$ cat config.mk
export PLATFORM = sky130hd
export DESIGN_NAME = bcd_mux_counter
export DESIGN_NICKNAME = d
export VERILOG_FILES = /design/src/rtl/bcd_mux_counter.sv
export SDC_FILE = /design/constraint.sdc
export NUM_CORES = 1
export LEC_CHECK = 0
export ABC_AREA = 1
export BUFFER_PORTS_ARGS = -buffer_cell sky130_fd_sc_hd__buf_2
export CAP_MARGIN = 20
export CELL_PAD_IN_SITES_DETAIL_PLACEMENT = 1
export CELL_PAD_IN_SITES_GLOBAL_PLACEMENT = 1
export CORE_UTILIZATION = 40
export DETAILED_ROUTE_END_ITERATION = 8
export PLACE_DENSITY = 0.79
export SYNTH_ARGS = -nofsm -noshare
export SYNTH_HDL_FRONTEND = slang
export SYNTH_SLANG_ARGS = --single-unit
$ cat constraint.sdc
create_clock -name clk -period 1.9 [get_ports clk]
set_clock_uncertainty 0.2 [all_clocks]
set_input_delay 0.285 -clock clk [delete_from_list [all_inputs] [get_ports clk]]
set_output_delay 0.285 -clock clk [all_outputs]
set_load 0.01 [all_outputs]
$ cat src/rtl/bcd_mux_counter.sv
// -----------------------------------------------------------------------------
// bcd_mux_counter
//
// Purpose:
//   N-digit BCD up/down counter that drives a multiplexed, common-anode
//   7-segment display. Everything runs on one clock. The count rate and the
//   digit scan rate come from internal clock-enable prescalers, so the block
//   never creates a derived clock. The raw BCD value and a one-cycle wrap
//   pulse are exported so that several counters can be chained.
//
// Parameters:
//   DIGITS    number of BCD digits / anodes (1..8)
//   TICK_DIV  clk cycles per count step (>= 2)
//   SCAN_DIV  clk cycles per display digit slot (>= 2)
//
// Ports:
//   clk        in   1          system clock, all logic on posedge
//   rst        in   1          synchronous, active-high reset
//   en         in   1          count enable, only looked at on tick cycles
//   up_dn      in   1          1 = count up, 0 = count down
//   clr        in   1          synchronous clear of the count value
//   seg        out  7          segments {a,b,c,d,e,f,g}, active low, registered
//   sel        out  DIGITS     anodes, active low, one-hot-low, registered
//   bcd_value  out  4*DIGITS   digit k in bits [4k+3:4k], digit 0 = LSD
//   carry      out  1          one-cycle pulse after a full wrap
//
// Configuration macro:
//   LEADING_ZERO_BLANK_EN  when defined, a zero digit k>0 whose higher digits
//                          are also all zero is blanked while selected.
//                          Digit 0 is always shown.
// -----------------------------------------------------------------------------
module bcd_mux_counter #(
    parameter int DIGITS   = 4,
    parameter int TICK_DIV = 50000000,
    parameter int SCAN_DIV = 50000
) (
    input  logic                  clk,
    input  logic                  rst,
    input  logic                  en,
    input  logic                  up_dn,
    input  logic                  clr,
    output logic [6:0]            seg,
    output logic [DIGITS-1:0]     sel,
    output logic [4*DIGITS-1:0]   bcd_value,
    output logic                  carry
);

    localparam int TICK_W = $clog2(TICK_DIV);
    localparam int SCAN_W = $clog2(SCAN_DIV);
    localparam int IDX_W  = (DIGITS > 1) ? $clog2(DIGITS) : 1;

    localparam logic [6:0] SEG_OFF  = 7'b1111111;
    localparam logic [6:0] SEG_DASH = 7'b1111110;

    // Active-low segment decode for one BCD digit.
    function automatic logic [6:0] seg_decode(input logic [3:0] d);
        case (d)
            4'd0:    seg_decode = 7'b0000001;
            4'd1:    seg_decode = 7'b1001111;
            4'd2:    seg_decode = 7'b0010010;
            4'd3:    seg_decode = 7'b0000110;
            4'd4:    seg_decode = 7'b1001100;
            4'd5:    seg_decode = 7'b0100100;
            4'd6:    seg_decode = 7'b0100000;
            4'd7:    seg_decode = 7'b0001111;
            4'd8:    seg_decode = 7'b0000000;
            4'd9:    seg_decode = 7'b0000100;
            default: seg_decode = SEG_DASH;
        endcase
    endfunction

    // ------------------------------------------------------------------
    // Count-rate prescaler: free running, independent of en and clr.
    // ------------------------------------------------------------------
    logic [TICK_W-1:0] tick_cnt;
    logic              tick;

    assign tick = (tick_cnt == TICK_W'(TICK_DIV - 1));

    // NOTE: sequential state is always assigned with <= so every register
    // samples the pre-edge values of the others, independent of block order.
    always_ff @(posedge clk) begin
        if (rst) begin
            tick_cnt <= '0;
        end else if (tick) begin
            tick_cnt <= '0;
        end else begin
            tick_cnt <= tick_cnt + TICK_W'(1);
        end
    end

    // ------------------------------------------------------------------
    // BCD digit chain.
    // A step ripples from digit 0 upward for as long as each digit wraps
    // (9->0 going up, 0->9 going down). If the ripple survives the top digit
    // the whole counter wrapped and carry fires on the next cycle.
    // ------------------------------------------------------------------
    logic [3:0] digit      [DIGITS];
    logic [3:0] digit_step [DIGITS];
    logic       step_wrap;

    // NOTE: every output of a combinational block gets a default before any
    // conditional logic, otherwise a missed branch infers a latch.
    always_comb begin
        logic ripple;
        digit_step = digit;
        ripple     = 1'b1;
        for (int k = 0; k < DIGITS; k++) begin
            if (ripple) begin
                if (up_dn) begin
                    if (digit[k] >= 4'd9) begin
                        digit_step[k] = 4'd0;
                    end else begin
                        digit_step[k] = digit[k] + 4'd1;
                        ripple        = 1'b0;
                    end
                end else begin
                    if (digit[k] == 4'd0) begin
                        digit_step[k] = 4'd9;
                    end else begin
                        digit_step[k] = digit[k] - 4'd1;
                        ripple        = 1'b0;
                    end
                end
            end
        end
        step_wrap = ripple;
    end

    // NOTE: the digit array is a handful of flops, not a RAM, so it is reset
    // element by element; never do this for a real memory macro.
    always_ff @(posedge clk) begin
        if (rst) begin
            for (int k = 0; k < DIGITS; k++) begin
                digit[k] <= 4'd0;
            end
            carry <= 1'b0;
        end else begin
            carry <= 1'b0;
            if (clr) begin
                // Clear wins over a coinciding step and suppresses its carry.
                for (int k = 0; k < DIGITS; k++) begin
                    digit[k] <= 4'd0;
                end
            end else if (tick && en) begin
                digit <= digit_step;
                carry <= step_wrap;
            end
        end
    end

    always_comb begin
        bcd_value = '0;
        for (int k = 0; k < DIGITS; k++) begin
            bcd_value[4*k +: 4] = digit[k];
        end
    end

    // ------------------------------------------------------------------
    // Display scan: prescaler plus digit index.
    // ------------------------------------------------------------------
    logic [SCAN_W-1:0] scan_cnt;
    logic [IDX_W-1:0]  scan_idx;
    logic              scan_wrap;

    assign scan_wrap = (scan_cnt == SCAN_W'(SCAN_DIV - 1));

    always_ff @(posedge clk) begin
        if (rst) begin
            scan_cnt <= '0;
            scan_idx <= '0;
        end else if (scan_wrap) begin
            scan_cnt <= '0;
            if (scan_idx == IDX_W'(DIGITS - 1)) begin
                scan_idx <= '0;
            end else begin
                scan_idx <= scan_idx + IDX_W'(1);
            end
        end else begin
            scan_cnt <= scan_cnt + SCAN_W'(1);
        end
    end

    // ------------------------------------------------------------------
    // Leading-zero blanking mask: blank[k] is set when digit k and every
    // digit above it are zero. Digit 0 is never blanked.
    // ------------------------------------------------------------------
    logic [DIGITS-1:0] blank;

`ifdef LEADING_ZERO_BLANK_EN
    always_comb begin
        logic upper_zero;
        blank      = '0;
        upper_zero = 1'b1;
        for (int k = DIGITS - 1; k > 0; k--) begin
            upper_zero = upper_zero && (digit[k] == 4'd0);
            blank[k]   = upper_zero;
        end
    end
`else
    assign blank = '0;
`endif

    // Mux out the digit currently being scanned. A compare loop keeps the
    // select in range for digit counts that are not a power of two.
    logic [3:0] cur_digit;
    logic       cur_blank;

    always_comb begin
        cur_digit = 4'd0;
        cur_blank = 1'b0;
        for (int k = 0; k < DIGITS; k++) begin
            if (scan_idx == IDX_W'(k)) begin
                cur_digit = digit[k];
                cur_blank = blank[k];
            end
        end
    end

    // sel and seg come from the same scan index in the same register stage,
    // so anode and segment pattern always switch on the same edge.
    always_ff @(posedge clk) begin
        if (rst) begin
            sel <= '1;
            seg <= SEG_OFF;
        end else begin
            sel <= ~(DIGITS'(1) << scan_idx);
            seg <= cur_blank ? SEG_OFF : seg_decode(cur_digit);
        end
    end

endmodule
==> results of run 1 <==
-- cells by family after synthesis --
group                    synth area share [%]
AO/OA/AOI/OAI                            10.9
XOR/XNOR                                 4.37
adder cells (fa/ha/maj)                  8.22
buffers and inverters                    8.88
flip-flops                               32.7
AND/OR/NAND/NOR                          35.0
-- layout make-up --
| cell class | instances | area [µm²] |
|---|---|---|
| clock buffers | 12 | 155 |
| multi-input cells | 478 | 2880 |
| repair buffers | 100 | 712 |
| well taps | 136 | 170 |
| inverters | 79 | 312 |
| clock inverters | 3 | 17.5 |
| fillers | 1333 | 4800 |
| flip-flops and latches | 72 | 1460 |
-- routing by layer --
metal  GRT usage (%)  routed length (µm)  part of all wire, %
met1            32.4                6430                   45
met2            43.2                7270                   50
met3            4.13                 494                  3.4
met4            6.75                 213                  1.5
met5               0                   0                    0
-- critical path, stage by stage (launching register included) --
cell and delay [ns]:
dfxtp_4 0.39, inv_4 0.09, ha_4 0.15, nand2_2 0.07, nand2_2 0.07, o211ai_1 0.09
nand2_1 0.08, nand2_2 0.10, buf_6 0.15, ha_4 0.14, inv_2 0.05, nand2_2 0.06
o211ai_1 0.10, nand3_1 0.11
-- worst min-delay path by stage --
stage / slack, ns / cells past startpoint / to / start
floorplan: 0.16 / 1 / scan_idx[0]$_SDFFE_PP0P_ / rst
global placement: 0.23 / 1 / scan_cnt[0]$_SDFF_PP0_ / scan_cnt[0]$_SDFF_PP0_
detailed placement: 0.25 / 1 / scan_cnt[0]$_SDFF_PP0_ / scan_cnt[0]$_SDFF_PP0_
CTS: 0.12 / 4 / bcd_value[3]$_SDFFE_PP0P_ / en
global route: 0.19 / 5 / bcd_value[3]$_SDFFE_PP0P_ / clr
finish: 0.15 / 4 / bcd_value[3]$_SDFFE_PP0P_ / en
-- flip-flops by register name (all words and copies together) (netlist names) --
register,cells
seg,7
tick_cnt,26
scan_idx,2
carry,1
sel,4
bcd_value,16
scan_cnt,16
-- power groups by stage --
stage	registers (mW)	clock network [mW]	logic, mW
floorplan	1.57	0	0.0731
global placement	1.57	0	0.125
detailed placement	1.57	0	0.131
CTS	1.53	1.15	0.134
global route	1.54	1.22	0.164
finish	1.54	1.14	0.150
-- per-stage QoR --
stage / util (%) / area (µm²) / total power [mW]
after CTS: 51.6 / 5420 / 2.82
after floorplan: - / 4410 / 1.65
after global placement: 48.8 / 5130 / 1.69
after global routing: 54.3 / 5710 / 2.92
final: 54.3 / 5710 / 2.82
after detailed placement: 48.8 / 5130 / 1.70
-- cells in the final DEF, fill, tap and decap left out, drive strengths merged --
cell,count
nand2,163
buf,99
inv,79
nor2,74
dfxtp,72
nand3,55
a21oi,46
ha,29
o21ai,23
nor3,20
nand4,17
xor2,13
clkbuf,12
xnor2,9
or2,6
o211ai,5
o21bai,4
o31ai,3
nand3b,2
a31oi,2
o22ai,2
clkinv,2
a211oi,2
nor3b,1
and3,1
nor4,1
clkinvlp,1
dlygate4sd3,1
-- what timing repair did --
action / in CTS / in global routing
buffers inserted: 0 / 5
gates cloned: 0 / 2
resized for setup: 34 / 77
pin swaps: 10 / 31
endpoints found under the hold margin: 2 / 0
endpoints found under the setup margin: 16 / 65
hold buffers: 1 / 0
==> run summary, run 1 <==
Status: complete, but fails checks
Failing checks: negative setup slack
Initial DRC Count: 222
Most frequent cell after synthesis: nand2_1
Max_cap viols: 0
Largest net degree at the start of global routing: 27
Synth area leaders: dfxtp_1 (33%), nand2_1 (12%), ha_1 (8.2%)
Initial Utilization: 42.0%
R2R cell count: 13
Sequential share of the synthesized area: 32.7%
Unrepaired setup endpoints after global routing: yes
Share of post-route cells with drive strength above 1: 31.6%
Fraction of registers with async set or reset after synthesis: 0%
Crit path launch type: flip-flop
Crit path arrival time: 2.01 ns
Critical Path RT: 1.94 ns
CTS sink count: 72
Die area: 11500 µm²
Worst setup endpoint: seg[6]$_SDFF_PP1_
Post-synth EDFFs: 0
Layout area overhead: 29.4%
Routed Antenna Nets: 0
Post-synth cell types: 37
Setup_tns: -0.125 ns
Core ar.: 10500 µm²
Crit end category: flip-flop
Yosys top cell area share: 32.7%
Ys flop type: dfxtp_1
Post-synth net total: 673
Worst skew pair latency: 0.36 ns
Top post-synthesis cells by count: nand2_1 (146), dfxtp_1 (72), inv_1 (71)
Drc violations: 0
Worst setup path start: scan_idx[0]$_SDFFE_PP0P_
Drt total wl: 14400 µm
GP Congestion: 0.866
Clock power share: 40.3%
Num CTS Buffers: 9
CTS tree: yes
Via count: 4637
Worst-Margin Slew: 0.543 ns
Root Driver: clkbuf_8
Io pins: 33
Detailed Routing Iterations Pass 1: 4
Slew headroom: 63.7%
Cell Rows: 37
Power Density: 495 nW/µm²
Initial antenna violation count: 0
Syn Inst Count: 639
Fin cells: 880
Clock transition at path regs: 0.08 ns
Fin. Hold Viols: 0
CTS max path bufs: 2
Net Switching: 0.709 mW
Die boundary height: 107 µm
CP Max Fanout: 4
Gr ovfl total: 0
Final Max Slew Viols: 0
Max Clock Freq: 509 MHz
Port Buffers: 32
Final setup viols: 3
Switch share: 25.1%
Comb pwr share: 5.3%
#FFs+latches synth: 72
Ant. Diodes: 0
Avg Cell Area, Syn: 6.90 µm²
PnR worst setup slack: -0.0650 ns
Synth Warn #: 0
Routed len/inst: 16.4 µm
Period utilisation layout: 103%
Area leader, netlist: dfxtp_1
Register-to-register path setup slack: -0.06 ns
Place WS: -0.259 ns
Worst hold slack: 0.150 ns
First-pass GRT wire length: 22700 µm
Maximum VDD drop: 0.348 mV
Vias in the first global route: 4732
Sequential power share: 54.4%
Minimum clock period after layout: 1.96 ns
Die W: 107 µm
Critical R2R Capture: seg[6]$_SDFF_PP1_
Hpwl dp: 10200 µm
Crit path kind: flip-flop to flip-flop
Hold Path Class: input pin to flip-flop
Reg2reg start: scan_idx[0]$_SDFFE_PP0P_
Internal power: 2.12 mW
Mapped Area: 4410 µm²
Pleak: 2.37 nW
Placed Cells: 857
Nets: 774
Vias per inst: 5.27
H-tree depth: 3
Aggregate global-route resource usage: 25.1%
Power figures use the tool's default switching activity.
==> inputs of run 2 (changes only) <==
==> constraint.sdc (replaced) <==
create_clock -name clk -period 1.9 [get_ports clk]
set_clock_uncertainty 0.2 [all_clocks]
set_input_delay 0.19 -clock clk [delete_from_list [all_inputs] [get_ports clk]]
set_output_delay 0.19 -clock clk [all_outputs]
set_load 0.01 [all_outputs]
==> run summary, run 2 (same netlist as run 1, synthesis figures left out) <==
Ant. Diodes: 0
PnR worst setup slack: -0.187 ns
Critical R2R Capture: seg[6]$_SDFF_PP1_
Gr ovfl total: 0
Final setup viols: 6
Port Buffers: 32
Commonest cells after routing, fill and taps aside: nand2_1 (132), dfxtp_1 (62), buf_4 (61)
CP bufs+invs: 3
Aggregate global-route resource usage: 24.4%
Critical Path RT: 1.95 ns
Hpwl dp: 9990 µm
CP Max Fanout: 5
Crit path launch type: flip-flop
Vias in the first global route: 4676
Crit path kind: flip-flop to flip-flop
Sequential power share: 53.0%
Hold Path Class: input pin to flip-flop
Register-to-register path setup slack: -0.19 ns
Routed Antenna Nets: 0
Die W: 107 µm
Detailed Routing Iterations Pass 1: 4
Max reg flops: 26
Place WS: -0.209 ns
Share of post-route cells with drive strength above 1: 31.2%
Max_cap viols: 0
Setup_tns: -0.281 ns
Crit path arrival time: 2.14 ns
Via count: 4671
Top Layer Used: met4
Power Density: 505 nW/µm²
Internal power: 2.16 mW
Drt total wl: 14300 µm
CTS sink count: 72
Worst skew pair latency: 0.37 ns
Final Max Slew Viols: 0
Worst-Margin Slew: 0.587 ns
Top delay family on crit path: compound AO/OA/AOI/OAI gates
Vias per inst: 5.29
GP Congestion: 0.863
Fin cells: 883
CTS max path bufs: 2
Slew headroom: 60.8%
Clock transition at path regs: 0.10 ns
Die boundary height: 107 µm
Pleak: 2.40 nW
Unrepaired setup endpoints after global routing: yes
Top reg by flops: tick_cnt
Design Power: 2.90 mW
Core ar.: 10500 µm²
R2R cell count: 10
Placed Cells: 855
Initial DRC Count: 228
Cell Rows: 37
Net Switching: 0.737 mW
Met1 Wirelength: 6530 µm
Fin. Hold Viols: 0
CTS tree: yes
Layout area overhead: 30.2%
Clock power share: 41.7%
Maximum VDD drop: 0.306 mV
Commonest non-fill, non-tap cell in the layout: nand2_1
Crit end category: flip-flop
Switch share: 25.4%
Nets: 776
Die area: 11500 µm²
Met3 WL post-DR: 513 µm
H-tree depth: 3
Worst setup path start: scan_idx[0]$_SDFFE_PP0P_
Failing checks: negative setup slack
Crit-path cells: inv_6, ha_4, inv_2, o21ai_1, o21ai_2, nand2_2, buf_6, ha_2, o211ai_1, nand3_1
Worst setup endpoint: seg[6]$_SDFF_PP1_
Comb pwr share: 5.4%
Initial antenna violation count: 0
Io pins: 33
First-pass GRT wire length: 22300 µm
Minimum clock period after layout: 2.09 ns
Num CTS Buffers: 9
DR WL met2: 7050 µm
Max Clock Freq: 479 MHz
Largest net degree at the start of global routing: 19
Drc violations: 0
Cell at the slowest stage of the critical path: dfxtp_4
Period utilisation layout: 110%
Initial Utilization: 42.0%
Root Driver: clkbuf_8
Routed len/inst: 16.2 µm
Final core utilization: 54.7%
Highest cell delay on the worst timing path: 0.42 ns
Status: complete, but fails checks
Critical Path Stages: 10
Reg2reg start: scan_idx[0]$_SDFFE_PP0P_
-- run 2: cell types whose count changed in the layout (fill, tap and decap cells not counted), sizes merged --
cell / before / now
clkinvlp: 1 / 3
buf: 99 / 100
clkinv: 2 / 1
dlygate4sd3: 1 / 2
-- run 2: repair_timing --
| action | in CTS | in global routing |
|---|---|---|
| pin swaps | 6 | 33 |
| setup endpoints to repair | 9 | 36 |
| hold buffers | 2 | 0 |
| buffers inserted | 1 | 7 |
| hold endpoints to repair | 6 | 0 |
| gates resized for setup | 27 | 78 |
| gates cloned | 1 | 1 |
-- run 2: final cells by class --
class                           count  area, µm²
Clock buffer                       12        165
Tap cell                          136        170
Inverter                           79        307
Sequential cell                    72       1460
Clock inverter                      4       27.5
Timing Repair Buffer              102        734
Fill cell                        1349       4760
Multi-Input combinational cell    478       2890
-- run 2: per-layer routing --
layer	vias to the layer above	track usage (%)
met5	-	0
met4	0	6.26
met3	19	4.62
met2	76	41.8
met1	2294	31.5
li1	2282	-
-- run 2: worst min path at each step --
stage | start | to | cells after the start
after floorplan | rst | scan_idx[0]$_SDFFE_PP0P_ | 1
after global placement | scan_cnt[0]$_SDFF_PP0_ | scan_cnt[0]$_SDFF_PP0_ | 1
after detailed placement | scan_cnt[0]$_SDFF_PP0_ | scan_cnt[0]$_SDFF_PP0_ | 1
after CTS | en | bcd_value[3]$_SDFFE_PP0P_ | 4
after global routing | en | bcd_value[3]$_SDFFE_PP0P_ | 4
final | en | bcd_value[3]$_SDFFE_PP0P_ | 4
-- run 2: worst reg2reg max path, cell delays in order, from the launching register on --
cell	delay, ns
dfxtp_4	0.42
inv_6	0.06
ha_4	0.18
inv_2	0.07
o21ai_1	0.07
o21ai_2	0.15
nand2_2	0.12
buf_6	0.13
ha_2	0.18
o211ai_1	0.27
nand3_1	0.12
-- run 2: metrics by stage --
stage	cell area, µm²	hold slack (ns)
global route	5750	0.0563
detailed placement	5120	0.244
floorplan	4410	0.0685
global placement	5120	0.227
finish	5750	0.0319
CTS	5430	0.0127
-- run 2: power groups by stage --
stage / sequential, mW / combinational [mW] / clock (mW)
floorplan: 1.57 / 0.0731 / 0
global placement: 1.57 / 0.129 / 0
detailed placement: 1.57 / 0.134 / 0
CTS: 1.53 / 0.138 / 1.22
global route: 1.54 / 0.170 / 1.29
finish: 1.54 / 0.156 / 1.21
==> inputs of run 3 (changes only) <==
Settings changed: PLACE_DENSITY 0.79 to 0.81, SKIP_CTS_REPAIR_TIMING from default to 1.
==> run summary, run 3 (same netlist as run 1, synthesis figures left out) <==
GP Congestion: 0.871
Final setup viols: 9
Worst skew pair latency: 0.37 ns
Min-delay src: en
Ant. Diodes: 0
Core ar.: 10500 µm²
Hold Path Depth: 4
Max_cap viols: 0
Critical Path Stages: 13
Unrepaired setup endpoints after global routing: yes
Drt total wl: 16700 µm
Power Density: 493 nW/µm²
Drc violations: 0
CP bufs+invs: 3
H-tree depth: 3
CTS sink count: 72
Minimum clock period after layout: 2.14 ns
Critical Path RT: 1.96 ns
Die area: 11500 µm²
Max Clock Freq: 468 MHz
Status: complete, but fails checks
Die W: 107 µm
Crit end category: flip-flop
Largest net degree at the start of global routing: 19
Crit path launch type: flip-flop
Hold Path Class: input pin to flip-flop
Root Driver: clkbuf_8
Via count: 4883
Fin. Hold Viols: 0
Initial Utilization: 42.0%
Clock transition at path regs: 0.10 ns
Cell Rows: 37
Highest cell delay on the worst timing path: 0.39 ns
Aggregate global-route resource usage: 24.6%
Final Max Slew Viols: 0
Detailed Routing Iterations Pass 1: 4
CTS max path bufs: 2
Routed Antenna Nets: 0
Place WS: -0.234 ns
Vias in the first global route: 4723
Nets: 780
Crit-path cells: inv_6, ha_4, nand2_2, nand2_1, o211ai_1, nand2_1, nand2_2, buf_6, ha_4, inv_2, nand2_2, o211ai_1, nand3_1
Io pins: 33
Failing checks: negative setup slack
Commonest cells after routing, fill and taps aside: nand2_1 (131), buf_4 (66), nor2_1 (61)
Crit path kind: flip-flop to flip-flop
Slew headroom: 61.2%
Die boundary height: 107 µm
Critical R2R Capture: seg[6]$_SDFF_PP1_
First-pass GRT wire length: 22200 µm
Maximum VDD drop: 0.336 mV
Worst-Margin Slew: 0.581 ns
Crit path arrival time: 2.20 ns
PnR worst setup slack: -0.238 ns
Pleak: 2.43 nW
CP Max Fanout: 4
Top reg by flops: tick_cnt
R2R cell count: 13
Num CTS Buffers: 9
Layout fillers: 1312
Endpoint, Worst Hold: bcd_value[7]$_SDFFE_PP0P_
Register-to-register path setup slack: -0.24 ns
Port Buffers: 32
Share of post-route cells with drive strength above 1: 33.5%
CTS tree: yes
Routed len/inst: 18.9 µm
Vias per inst: 5.51
Commonest non-fill, non-tap cell in the layout: nand2_1
Gr ovfl total: 0
Layout area overhead: 32.2%
Top delay family on crit path: simple AND/OR/NAND/NOR gates
Initial DRC Count: 210
Initial antenna violation count: 0
Period utilisation layout: 113%
Max reg flops: 26
Hpwl dp: 10100 µm
Setup_tns: -1.13 ns
Cell at the slowest stage of the critical path: dfxtp_4
Reg2reg start: scan_idx[1]$_SDFFE_PP0P_
Worst path most repeated cell: nand2_2
-- run 3: cell type report --
cell class                 instances  area (µm²)  share of cell area [%]
multi-input combinational        477        2940                    50.4
sequential                        72        1470                    25.2
timing repair buffer             107         763                    13.1
inverter                          79         319                    5.47
tap                              136         170                    2.92
clock buffer                      10         138                    2.36
clock inverter                     5        33.8                   0.579
-- run 3: through the flow --
step	power [mW]	cell area [µm²]	hold slack (ns)	std cells	utilization [%]
after floorplan	1.65	4410	0.0685	639	-
after global placement	1.69	5060	0.229	848	48.1
after detailed placement	1.70	5060	0.246	848	48.1
after CTS	2.82	5230	-0.137	863	49.8
after global routing	2.94	5830	0.0677	886	55.5
final	2.87	5830	0.0592	886	55.5
-- run 3: report_power, final --
| group | switching (mW) | internal [mW] |
|---|---|---|
| Sequential | 0.0127 | 1.52 |
| Clock | 0.678 | 0.501 |
| Combinational | 0.103 | 0.0579 |
-- run 3: metal layers --
layer,vias to the layer above,wire (µm),GRT usage [%]
met3,61,726,2.98
met2,139,8580,42.6
met5,-,0,0
met1,2395,6770,30.5
li1,2288,-,-
met4,0,641,10.8
-- run 3: worst max path at each step --
stage | start | slack [ns] | to
after global placement | scan_idx[0]$_SDFFE_PP0P_ | -0.07 | seg[6]$_SDFF_PP1_
final | scan_idx[1]$_SDFFE_PP0P_ | -0.24 | seg[6]$_SDFF_PP1_
after global routing | scan_idx[1]$_SDFFE_PP0P_ | -0.29 | seg[6]$_SDFF_PP1_
after detailed placement | scan_idx[0]$_SDFFE_PP0P_ | -0.23 | seg[6]$_SDFF_PP1_
after floorplan | scan_idx[0]$_SDFFE_PP0P_ | -0.002 | seg[6]$_SDFF_PP1_
after CTS | scan_idx[1]$_SDFFE_PP0P_ | -0.26 | seg[6]$_SDFF_PP1_
-- run 3: worst reg2reg max path: stages, from the launching register on --
cell,delay (ns)
dfxtp_4,0.39
inv_6,0.08
ha_4,0.16
nand2_2,0.07
nand2_1,0.12
o211ai_1,0.13
nand2_1,0.12
nand2_2,0.13
buf_6,0.16
ha_4,0.16
inv_2,0.05
nand2_2,0.05
o211ai_1,0.09
nand3_1,0.12
